--- config.mk ---
export PLATFORM = sky130hd
export DESIGN_NAME = button_bank
export DESIGN_NICKNAME = d
export VERILOG_FILES = /design/src/rtl/button_bank.sv
export SDC_FILE = /design/constraint.sdc
export NUM_CORES = 1
export LEC_CHECK = 0
export CORE_UTILIZATION = 35
export DETAILED_ROUTE_END_ITERATION = 7
export PLACE_DENSITY = 0.61
export SLEW_MARGIN = 10
export SYNTH_ARGS = -nofsm -noshare
export SYNTH_HDL_FRONTEND = slang
export SYNTH_SLANG_ARGS = --single-unit
--- constraint.sdc ---
create_clock -name clk -period 2.4 [get_ports clk]
set_input_delay 0.48 -clock clk [delete_from_list [all_inputs] [get_ports clk]]
set_output_delay 0.48 -clock clk [all_outputs]
set_load 0.02 [all_outputs]
--- src/rtl/button_bank.sv ---
// button_bank: N-channel debounced push-button bank.
// Each channel synchronises its pin, normalises polarity, debounces the level
// and derives press / release / long-press pulses plus an LED drive.
// The release pulse output is called `released` because `release` is a
// reserved word in SystemVerilog.
module button_bank #(
  parameter int N               = 2,
  parameter int DEBOUNCE_CYCLES = 1_000_000,
  parameter int LONG_CYCLES     = 100_000_000,
  parameter int ACTIVE_LOW      = 1,
  parameter int LED_MODE        = 1
) (
  input  logic         clk,
  input  logic         rst,
  input  logic [N-1:0] button,
  input  logic         clear,
  output logic [N-1:0] state,
  output logic [N-1:0] press,
  output logic [N-1:0] released,
  output logic [N-1:0] long_press,
  output logic         any_event,
  output logic [N-1:0] led
);

  localparam int DW = $clog2(DEBOUNCE_CYCLES);
  localparam int HW = $clog2(LONG_CYCLES + 1);

  // Debounce counter value on the last cycle of the acceptance window.
  localparam logic [DW-1:0] DB_LAST   = DW'(DEBOUNCE_CYCLES - 1);
  // Hold counter value that fires the long-press pulse, and its saturation value.
  localparam logic [HW-1:0] HOLD_FIRE = HW'(LONG_CYCLES - 1);
  localparam logic [HW-1:0] HOLD_MAX  = HW'(LONG_CYCLES);
  // Synchroniser idles at the released pin level so reset never looks like a press.
  localparam logic [1:0]    SYNC_IDLE = (ACTIVE_LOW != 0) ? 2'b11 : 2'b00;

  for (genvar gi = 0; gi < N; gi++) begin : g_ch
    logic [1:0]    sync_reg;
    logic          s;
    logic [DW-1:0] db_cnt_reg, db_cnt_next;
    logic [HW-1:0] hold_cnt_reg, hold_cnt_next;
    logic          state_reg, state_next;
    logic          press_reg, press_next;
    logic          rel_reg, rel_next;
    logic          long_reg, long_next;

    // Normalised synchronised level, 1 = pressed.
    assign s = (ACTIVE_LOW != 0) ? ~sync_reg[1] : sync_reg[1];

    // Debounce window and hold timer next-state logic.
    always_comb begin
      db_cnt_next   = '0;
      hold_cnt_next = hold_cnt_reg;
      state_next    = state_reg;
      press_next    = 1'b0;
      rel_next      = 1'b0;
      long_next     = 1'b0;

      // Any cycle of agreement leaves the counter at zero, restarting the window.
      if (s != state_reg) begin
        if (db_cnt_reg == DB_LAST) begin
          state_next = s;
          press_next = s;
          rel_next   = ~s;
        end else begin
          db_cnt_next = db_cnt_reg + 1'b1;
        end
      end

      // Saturating at LONG_CYCLES keeps the fire value from recurring while held.
      if (press_next || !state_reg) begin
        hold_cnt_next = '0;
      end else if (hold_cnt_reg != HOLD_MAX) begin
        hold_cnt_next = hold_cnt_reg + 1'b1;
      end

      // Uses the current level, so a release on the same edge does not suppress it.
      long_next = state_reg && (hold_cnt_reg == HOLD_FIRE);
    end

    // Per-channel registers: synchroniser, counters, level and event pulses.
    always_ff @(posedge clk or negedge rst) begin
      if (!rst) begin
        sync_reg     <= SYNC_IDLE;
        db_cnt_reg   <= '0;
        hold_cnt_reg <= '0;
        state_reg    <= 1'b0;
        press_reg    <= 1'b0;
        rel_reg      <= 1'b0;
        long_reg     <= 1'b0;
      end else begin
        sync_reg     <= {sync_reg[0], button[gi]};
        db_cnt_reg   <= db_cnt_next;
        hold_cnt_reg <= hold_cnt_next;
        state_reg    <= state_next;
        press_reg    <= press_next;
        rel_reg      <= rel_next;
        long_reg     <= long_next;
      end
    end

    assign state[gi]      = state_reg;
    assign press[gi]      = press_reg;
    assign released[gi]   = rel_reg;
    assign long_press[gi] = long_reg;

    if (LED_MODE == 0) begin : g_led_follow
      assign led[gi] = state_reg;
    end else begin : g_led_toggle
      logic led_reg;

      // Toggle latch flipped by each press; clear wins over a coincident press.
      always_ff @(posedge clk or negedge rst) begin
        if (!rst) begin
          led_reg <= 1'b0;
        end else if (clear) begin
          led_reg <= 1'b0;
        end else if (press_reg) begin
          led_reg <= ~led_reg;
        end
      end

      assign led[gi] = led_reg;
    end
  end

  // Registered summary of every event pulse across all channels.
  always_ff @(posedge clk or negedge rst) begin
    if (!rst) begin
      any_event <= 1'b0;
    end else begin
      any_event <= |{press, released, long_press};
    end
  end

endmodule

## Word-level counts from Yosys, hierarchy flattened

Cells that the tools add are included.

- Register bits: 109
- Bits of input ports: 5
- Output and inout port bits: 11
- Logic and storage cells: 66

- Add/subtract/negate cells: 4
- Equality and inequality tests: 8
- Multiplexer cells: 20
- Bitwise operators: 4
- Reduce and logical (&&, ||, !) cells: 13

Operators by type and width:

| kind | count |
|---|---|
| two-way mux 27 bit | 4 |
| two-way mux 20 bit | 4 |
| adder 27 x 1 -> 27 bit (second input constant) | 2 |
| equality test 27 bit (second input constant) | 2 |
| inequality test 27 bit (second input constant) | 2 |
| adder 20 x 1 -> 20 bit (second input constant) | 2 |
| equality test 20 bit (second input constant) | 2 |
| two-way mux 1 bit | 12 |
| nonzero test 2 bit | 4 |
| OR reduction 6 bit | 1 |
| NOT 1 bit | 4 |
| AND reduction 2 bit | 2 |
| logical AND 1 bit | 2 |
| zero test 1 bit | 2 |
| logical OR 1 bit | 2 |
| inequality test 1 bit | 2 |

## Longest topological paths before layout

Gate-level depths: netlist of run 1.

- Word-level depth: 5
- Depth in mapped cells: 6
- Depth with buffers taken out: 6

## Least setup slack after synthesis of run 1

OpenSTA, ideal clock, no wires.

- Path type: reg2reg
- Start: register g_ch[1].hold_cnt_reg[0]
- End: register g_ch[1].hold_cnt_reg[26]
- Setup time: 80 ps
- Arrival time: 1833 ps
- Setup slack: 487 ps
- Stages on the path, launching flop included: 7
- Buffers on the path: 1
- Clock period less this slack: 1913 ps
- Path through: dfrtp_1 ha_1 nand3_2 or3_4 buf_6 or4_1 a21oi_1

- Word-level cells in the longest chain between the ends: 3

Ends and longest elaborated chain:

| what | line | RTL |
|---|---|---|
| start, declared | 40 | `logic [HW-1:0] hold_cnt_reg, hold_cnt_next;` |
| start signal, assigned | 93 | `hold_cnt_reg <= hold_cnt_next;` |
| adder 27 x 1 -> 27 bit | 73 | `hold_cnt_next = hold_cnt_reg + 1'b1;` |
| two-way mux 27 bit | 72 | `end else if (hold_cnt_reg != HOLD_MAX) begin` |
| two-way mux 27 bit | 70 | `if (press_next \|\| !state_reg) begin` |

Parallel ways exist; a longest one is shown, timed or not. The select of a mux whose other input is x is not followed.
A chain may end at the register's enable or synchronous reset.

## Worst setup path in the final report of run 1

- Start: register g_ch[0].state_reg
- End: output state[0]

RTL lines:

| what | line | RTL |
|---|---|---|
| start, declared | 41 | `logic state_reg, state_next;` |
| start signal, assigned | 94 | `state_reg <= state_next;` |
| end, declared | 17 | `output logic [N-1:0] state,` |

No word-level cell between the ends.

==> results of run 1 <==
## Yosys cell counts (3+ instances only)
master / n / share of area (%)
nor2_1: 55 / 3.7
nor4b_1: 7 / 1.1
buf_4: 10 / 1.3
nor4_1: 18 / 2.0
nand2_1: 38 / 2.5
o31ai_1: 12 / 1.6
nor3_1: 13 / 1.2
nor2b_1: 3 / 0.34
buf_2: 4 / 0.36
nand2b_1: 6 / 0.67
clkbuf_1: 11 / 0.74
o21a_1: 3 / 0.40
and3_1: 10 / 1.1
mux2i_1: 7 / 1.3
xnor2_1: 31 / 4.8
or4_1: 14 / 1.9
dfrtp_1: 105 / 47
ha_1: 6 / 1.3
o21ai_0: 26 / 2.3
nand3_1: 30 / 2.7
dfstp_2: 4 / 1.9
inv_1: 20 / 1.3
and4_1: 7 / 1.1
or3_1: 29 / 3.2
nand4b_1: 3 / 0.47
a21oi_1: 37 / 3.3
nand4_1: 21 / 2.3
xor2_1: 19 / 3.0
## through the flow
stage	power [uW]	cells	utilization, %	instance area [sq um]	setup slack [ps]
2_1_floorplan	1920	577	-	5600	487
3_3_place_gp	1980	780	38.2	5890	399
3_5_place_dp	1980	780	38.2	5890	334
4_1_cts	3420	796	40.0	6170	212
5_1_grt	3490	796	40.0	6170	166
6_report	3370	796	40.0	6170	239
## layout make-up
type | instances | area, sq um | area share, %
Sequential cell | 109 | 2730 | 44.3
Multi-Input combinational cell | 419 | 2620 | 42.4
Tap cell | 211 | 264 | 4.28
Clock buffer | 12 | 246 | 3.99
Timing Repair Buffer | 20 | 198 | 3.20
Inverter | 21 | 78.8 | 1.28
Clock inverter | 4 | 33.8 | 0.547
## metal layers
layer	track usage [%]	vias up
li1	-	2069
met1	18.9	2053
met2	24.2	41
met3	2.99	13
met4	4.15	0
met5	0	-
## power groups by stage
stage | registers, uW | logic [uW] | clock network, uW
floorplan | 1900 | 23.9 | 0
global placement | 1900 | 81.8 | 0
detailed placement | 1900 | 83.0 | 0
CTS | 1860 | 83.8 | 1480
global route | 1870 | 93.4 | 1530
finish | 1860 | 78.7 | 1420
## worst max path at each step
| stage | start | to | slack (ps) | cells after the start |
|---|---|---|---|---|
| finish | g_ch[0].state_reg | state[0] | 240 | 1 |
| floorplan | g_ch[1].hold_cnt_reg[0] | g_ch[1].hold_cnt_reg[26] | 490 | 6 |
| global route | g_ch[0].state_reg | state[0] | 170 | 1 |
| detailed placement | g_ch[0].hold_cnt_reg[0] | g_ch[0].hold_cnt_reg[24] | 330 | 5 |
| global placement | g_ch[0].hold_cnt_reg[0] | g_ch[0].hold_cnt_reg[24] | 400 | 5 |
| CTS | g_ch[0].state_reg | state[0] | 210 | 1 |
## logic make-up after synthesis
kind of cell	after synthesis	share of synthesized area [%]
flip-flops	109	48.8
adder cells (fa/ha/maj)	6	1.34
multiplexers	7	1.25
XOR/XNOR	50	7.82
AND/OR/NAND/NOR	275	28.1
AO/OA/AOI/OAI	81	8.26
buffers and inverters	49	4.47
==> summary.md, run 1 <==
| Metric | Value |
|---|---|
| Port Buffer Count | `15` |
| Tightest Hold Check Type | `primary input to asynchronous set/reset pin` |
| Int Pwr | `2610 uW` |
| Worst path max stage delay | `approximately 690 ps` |
| Layout cell share with drive strength beyond 1 | `6.84%` |
| Fin. Hold Viols | `0` |
| IO Pins | `16` |
| Slowest stage cell, crit path | `clkdlybuf4s50_1` |
| H-tree depth | `3` |
| FF-to-FF End | `g_ch[0].hold_cnt_reg[24]` |
| Max_cap viols | `0` |
| Clock Skew | `between 7 and 8 ps` |
| Switch share | `22.4%` |
| Worst R2R Setup Slack | `310 ps` |
| Drt via density | `approximately 5.2` |
| Tcrit/Tclk final | `about nine tenths` |
| TritonCTS buffer count | `9` |
| Fmax | `~460 MHz` |
| CP Class | `flop to primary output` |
| Clk Latency, worst-skew pair | `about 350 ps` |
| Post-synth EDFFs | `0` |
| Fin nets | `~600` |
| Total number of vias | `between 4000 and 5000` |
| 1st-iter DRT viols | `about 270` |
| Routed wire length | `11200 um` |
| Post-synthesis cell count | `577` |
| Sequential share of the synthesized area | `around 50%` |
| Remaining antenna violation count | `0` |
| Combinational Power Share | `approximately 2.3%` |
| CP bufs+invs | `1` |
| Syn Nets | `~590` |
| Startpoint types | `flop` |
| Worst-path maximum fanout | `14` |
| Slew HR | `slightly above 50%` |
| Gpl congestion | `~0.79` |
| P&R area growth vs syn | `10.2%` |
| Worst r2r src | `g_ch[0].hold_cnt_reg[0]` |
| Max clock buf depth | `2` |
| Initial Util | `36.3%` |
| Sequential power share | `55.4%` |
| Path depth of the worst reg2reg path | `5` |
| CP arrival | `1680 ps` |
| Post-CTS setup buffer count | `0` |
| CTS tree | `built` |
| Peak VDD IR | `about 0.00034 V` |
| Minimum clock period | `2160 ps` |
| DR WL met2 | `about 5300 um` |
| Asr flop ratio synth | `100%` |
| DRT met1 WL | `approximately 5400 um` |
| Final setup viols | `0` |
| Main synth FF type | `dfrtp_1` |
| Post-synth cell types | `49` |
| Detailed Place HPWL | `around 7700 um` |
| Most frequent cells in the layout | `105 x dfrtp_1, 55 x nor2_1, 38 x nand2_1` |
| Max reg flops | `54` |
| # diodes | `0` |
| Die X | `129 um` |
| Switching power | `about 750 uW` |
| Largest net degree at the start of global routing | `between 50 and 60` |
| CORE AREA | `15400 sq um` |
| Resized cells post-CTS | `0` |
| Data required time at the worst endpoint | `1920 ps` |
| RSZ-0062 raised after global routing | `false` |
| Slew Viols, Final | `0` |
| Max Used Layer | `met4` |
| Leakage | `around 0.0023 uW` |
| Clock power frac | `between 40% and 50%` |
| Gr usage total | `approximately 14%` |
| Std-Cell Rows | `45` |
| Antenna violations before repair | `0` |
| Seq cells post-synth | `between 100 and 150` |
| Worst-Margin Slew | `720 ps` |
| Chip Height | `129 um` |
| Crit. End Element | `primary output` |
| Drt wl/cell | `between 10 and 15 um` |
| WHS | `35.4 ps` |
| Worst-path clk slew | `about 80 ps` |
| CP cell instances | `clkdlybuf4s50_1` |
| Overflow after GRT | `0` |
| Drt pass-1 iters | `4` |
| Yosys warning count | `0` |
| Power per Cell Area | `between 500 and 600 nW/um^2` |
| Cell Area, Synth | `~5600 sq um` |
| First-pass GRT wire length | `approximately 19000 um` |
| Routed wl met3 | `240 um` |
| Hold buffers post-CTS | `0` |
| Clock Sink Count | `about 110` |
| Vias in the first global route | `slightly above 4000` |
| Root buffer cell | `clkbuf_16` |
| Layout fillers | `between 1500 and 2000` |
| Sum of negative setup slack | `0 ps` |
| Avg Inst Size Synth | `9.71 sq um` |
| Die area | `about 17000 sq um` |
| # DRC | `0` |
| Cell family with most CP delay | `buffers and inverters` |
| Most common cell after layout, fill and taps aside | `dfrtp_1` |
| Outcome | `finished, final reports clean` |
No activity file was read; power rests on OpenSTA's default activity.
==> inputs of run 2 (changes only) <==
CORE_ASPECT_RATIO = 1.4   (was default)
==> summary.md, run 2 (synthesized netlist as in run 1, its figures left out) <==
| Metric | Value |
|---|---|
| CP Class | `flop to primary output` |
| Slew Viols, Final | `0` |
| TritonCTS buffer count | `9` |
| Detailed Place HPWL | `just under 8000 um` |
| CORE AREA | `~16000 sq um` |
| Clk Latency, worst-skew pair | `between 300 and 400 ps` |
| P&R area growth vs syn | `9.65%` |
| CTS tree | `built` |
| Drt pass-1 iters | `5` |
| Peak VDD IR | `roughly 0.00034 V` |
| Fmax | `between 400 and 500 MHz` |
| Vias in the first global route | `between 4000 and 5000` |
| Sum of negative setup slack | `0 ps` |
| WHS | `between 80 and 90 ps` |
| Cell total after placement | `around 770` |
| Worst-path clk slew | `70 ps` |
| Largest net degree at the start of global routing | `50` |
| # DRC | `0` |
| Outcome | `finished, final reports clean` |
| H-tree depth | `3` |
| Worst-path maximum fanout | `14` |
| Gpl congestion | `between 0.8 and 0.9` |
| Crit. End Element | `primary output` |
| Most common cell after layout, fill and taps aside | `dfrtp_1` |
| Tcrit/Tclk final | `88.2%` |
| Chip Height | `152 um` |
| Die area | `around 17000 sq um` |
| Clock Sink Count | `109` |
| Startpoint types | `flop` |
| Total number of vias | `~4300` |
| Most frequent cells in the layout | `105 x dfrtp_1, 55 x nor2_1, 38 x nand2_1` |
| Port Buffer Count | `15` |
| CP bufs+invs | `1` |
| Fin. Hold Viols | `0` |
| Hold buffers post-CTS | `0` |
| RSZ-0062 raised after global routing | `false` |
| Resized cells post-CTS | `0` |
| CP cell instances | `clkdlybuf4s50_1` |
| Initial Util | `a little over a third` |
| Max reg flops | `54` |
| Die X | `109 um` |
| Routed wire length | `around 11000 um` |
| Drt via density | `roughly 5.4` |
| Drt wl/cell | `between 10 and 15 um` |
| Max clock buf depth | `2` |
| Std-Cell Rows | `54` |
| Minimum clock period | `about 2100 ps` |
| Fin cells | `~780` |
| Fin nets | `592` |
| Power Total | `roughly 3300 uW` |
| Final setup viols | `0` |
| Slowest stage cell, crit path | `clkdlybuf4s50_1` |
| Power per Cell Area | `about 540 nW/um^2` |
| Worst-Margin Slew | `755 ps` |
| IO Pins | `16` |
| Max_cap viols | `0` |
| Layout cell share with drive strength beyond 1 | `approximately 6.8%` |
| 1st-iter DRT viols | `218` |
| Tightest Hold Check Type | `primary input to asynchronous set/reset pin` |
| CP arrival | `around 1600 ps` |
| Antenna violations before repair | `0` |
| First-pass GRT wire length | `between 15000 and 20000 um` |
| Remaining antenna violation count | `0` |
| Leakage | `roughly 0.0023 uW` |
| Overflow after GRT | `0` |
| Clock Skew | `~6.5 ps` |
| Root buffer cell | `clkbuf_16` |
| # diodes | `0` |
| Data required time at the worst endpoint | `1920 ps` |
| Gr usage total | `14.5%` |
| Cell family with most CP delay | `buffers and inverters` |
| Slew HR | `between 40% and 50%` |
| Worst path max stage delay | `690 ps` |
| Post-CTS setup buffer count | `0` |
run 2: changes by cell type in the layout (fill, tap and decap cells not counted), sizes merged:
cell	previous run	this run
buf	6	7
clkinvlp	1	2
inv	21	20
run 2: worst paths after layout:
kind | from | to | slack [ps] | cells after the start
max | g_ch[0].state_reg | state[0] | 280 | 1
max in group asynchronous | rst | g_ch[1].db_cnt_reg[3] | 1610 | 2
min | rst | g_ch[0].db_cnt_reg[18] | 90 | 1
max reg2reg | g_ch[0].hold_cnt_reg[1] | g_ch[0].hold_cnt_reg[24] | 340 | 5
min in group clk | g_ch[1].sync_reg[0] | g_ch[1].sync_reg[1] | 360 | 0
min reg2reg | g_ch[1].sync_reg[0] | g_ch[1].sync_reg[1] | 360 | 0
run 2: area by class of cell:
cell class	count	area, sq um
fill	1526	9470
sequential	109	2730
multi-input combinational	419	2620
tap	196	245
clock buffer	12	236
timing repair buffer	21	205
inverter	21	78.8
clock inverter	4	25.0
run 2: routing by layer:
metal / vias to the layer above / part of all wire, % / global-route usage [%]
li1: 2071 / - / -
met2: 51 / 50 / 25.2
met3: 18 / 2.7 / 3.46
met1: 2111 / 45 / 17.0
met5: - / 0 / 0
met4: 0 / 2.1 / 5.95
run 2: report_power, final:
| group | total [uW] | leakage (uW) | switching (uW) | internal, uW |
|---|---|---|---|---|
| registers | 1860 | 0.00150 | 14.8 | 1850 |
| logic | 78.8 | 0.000654 | 55.6 | 23.2 |
| clock network | 1360 | 0.000123 | 655 | 702 |
| total | 3300 | 0.00228 | 725 | 2580 |
run 2: through the flow:
step / worst slack, ps / util (%) / cell area [sq um]
3_3_place_gp: 398 / 37.7 / 5880
5_1_grt: 197 / 39.4 / 6140
6_report: 282 / 39.4 / 6140
2_1_floorplan: 487 / - / 5600
3_5_place_dp: 347 / 37.7 / 5880
4_1_cts: 252 / 39.4 / 6140
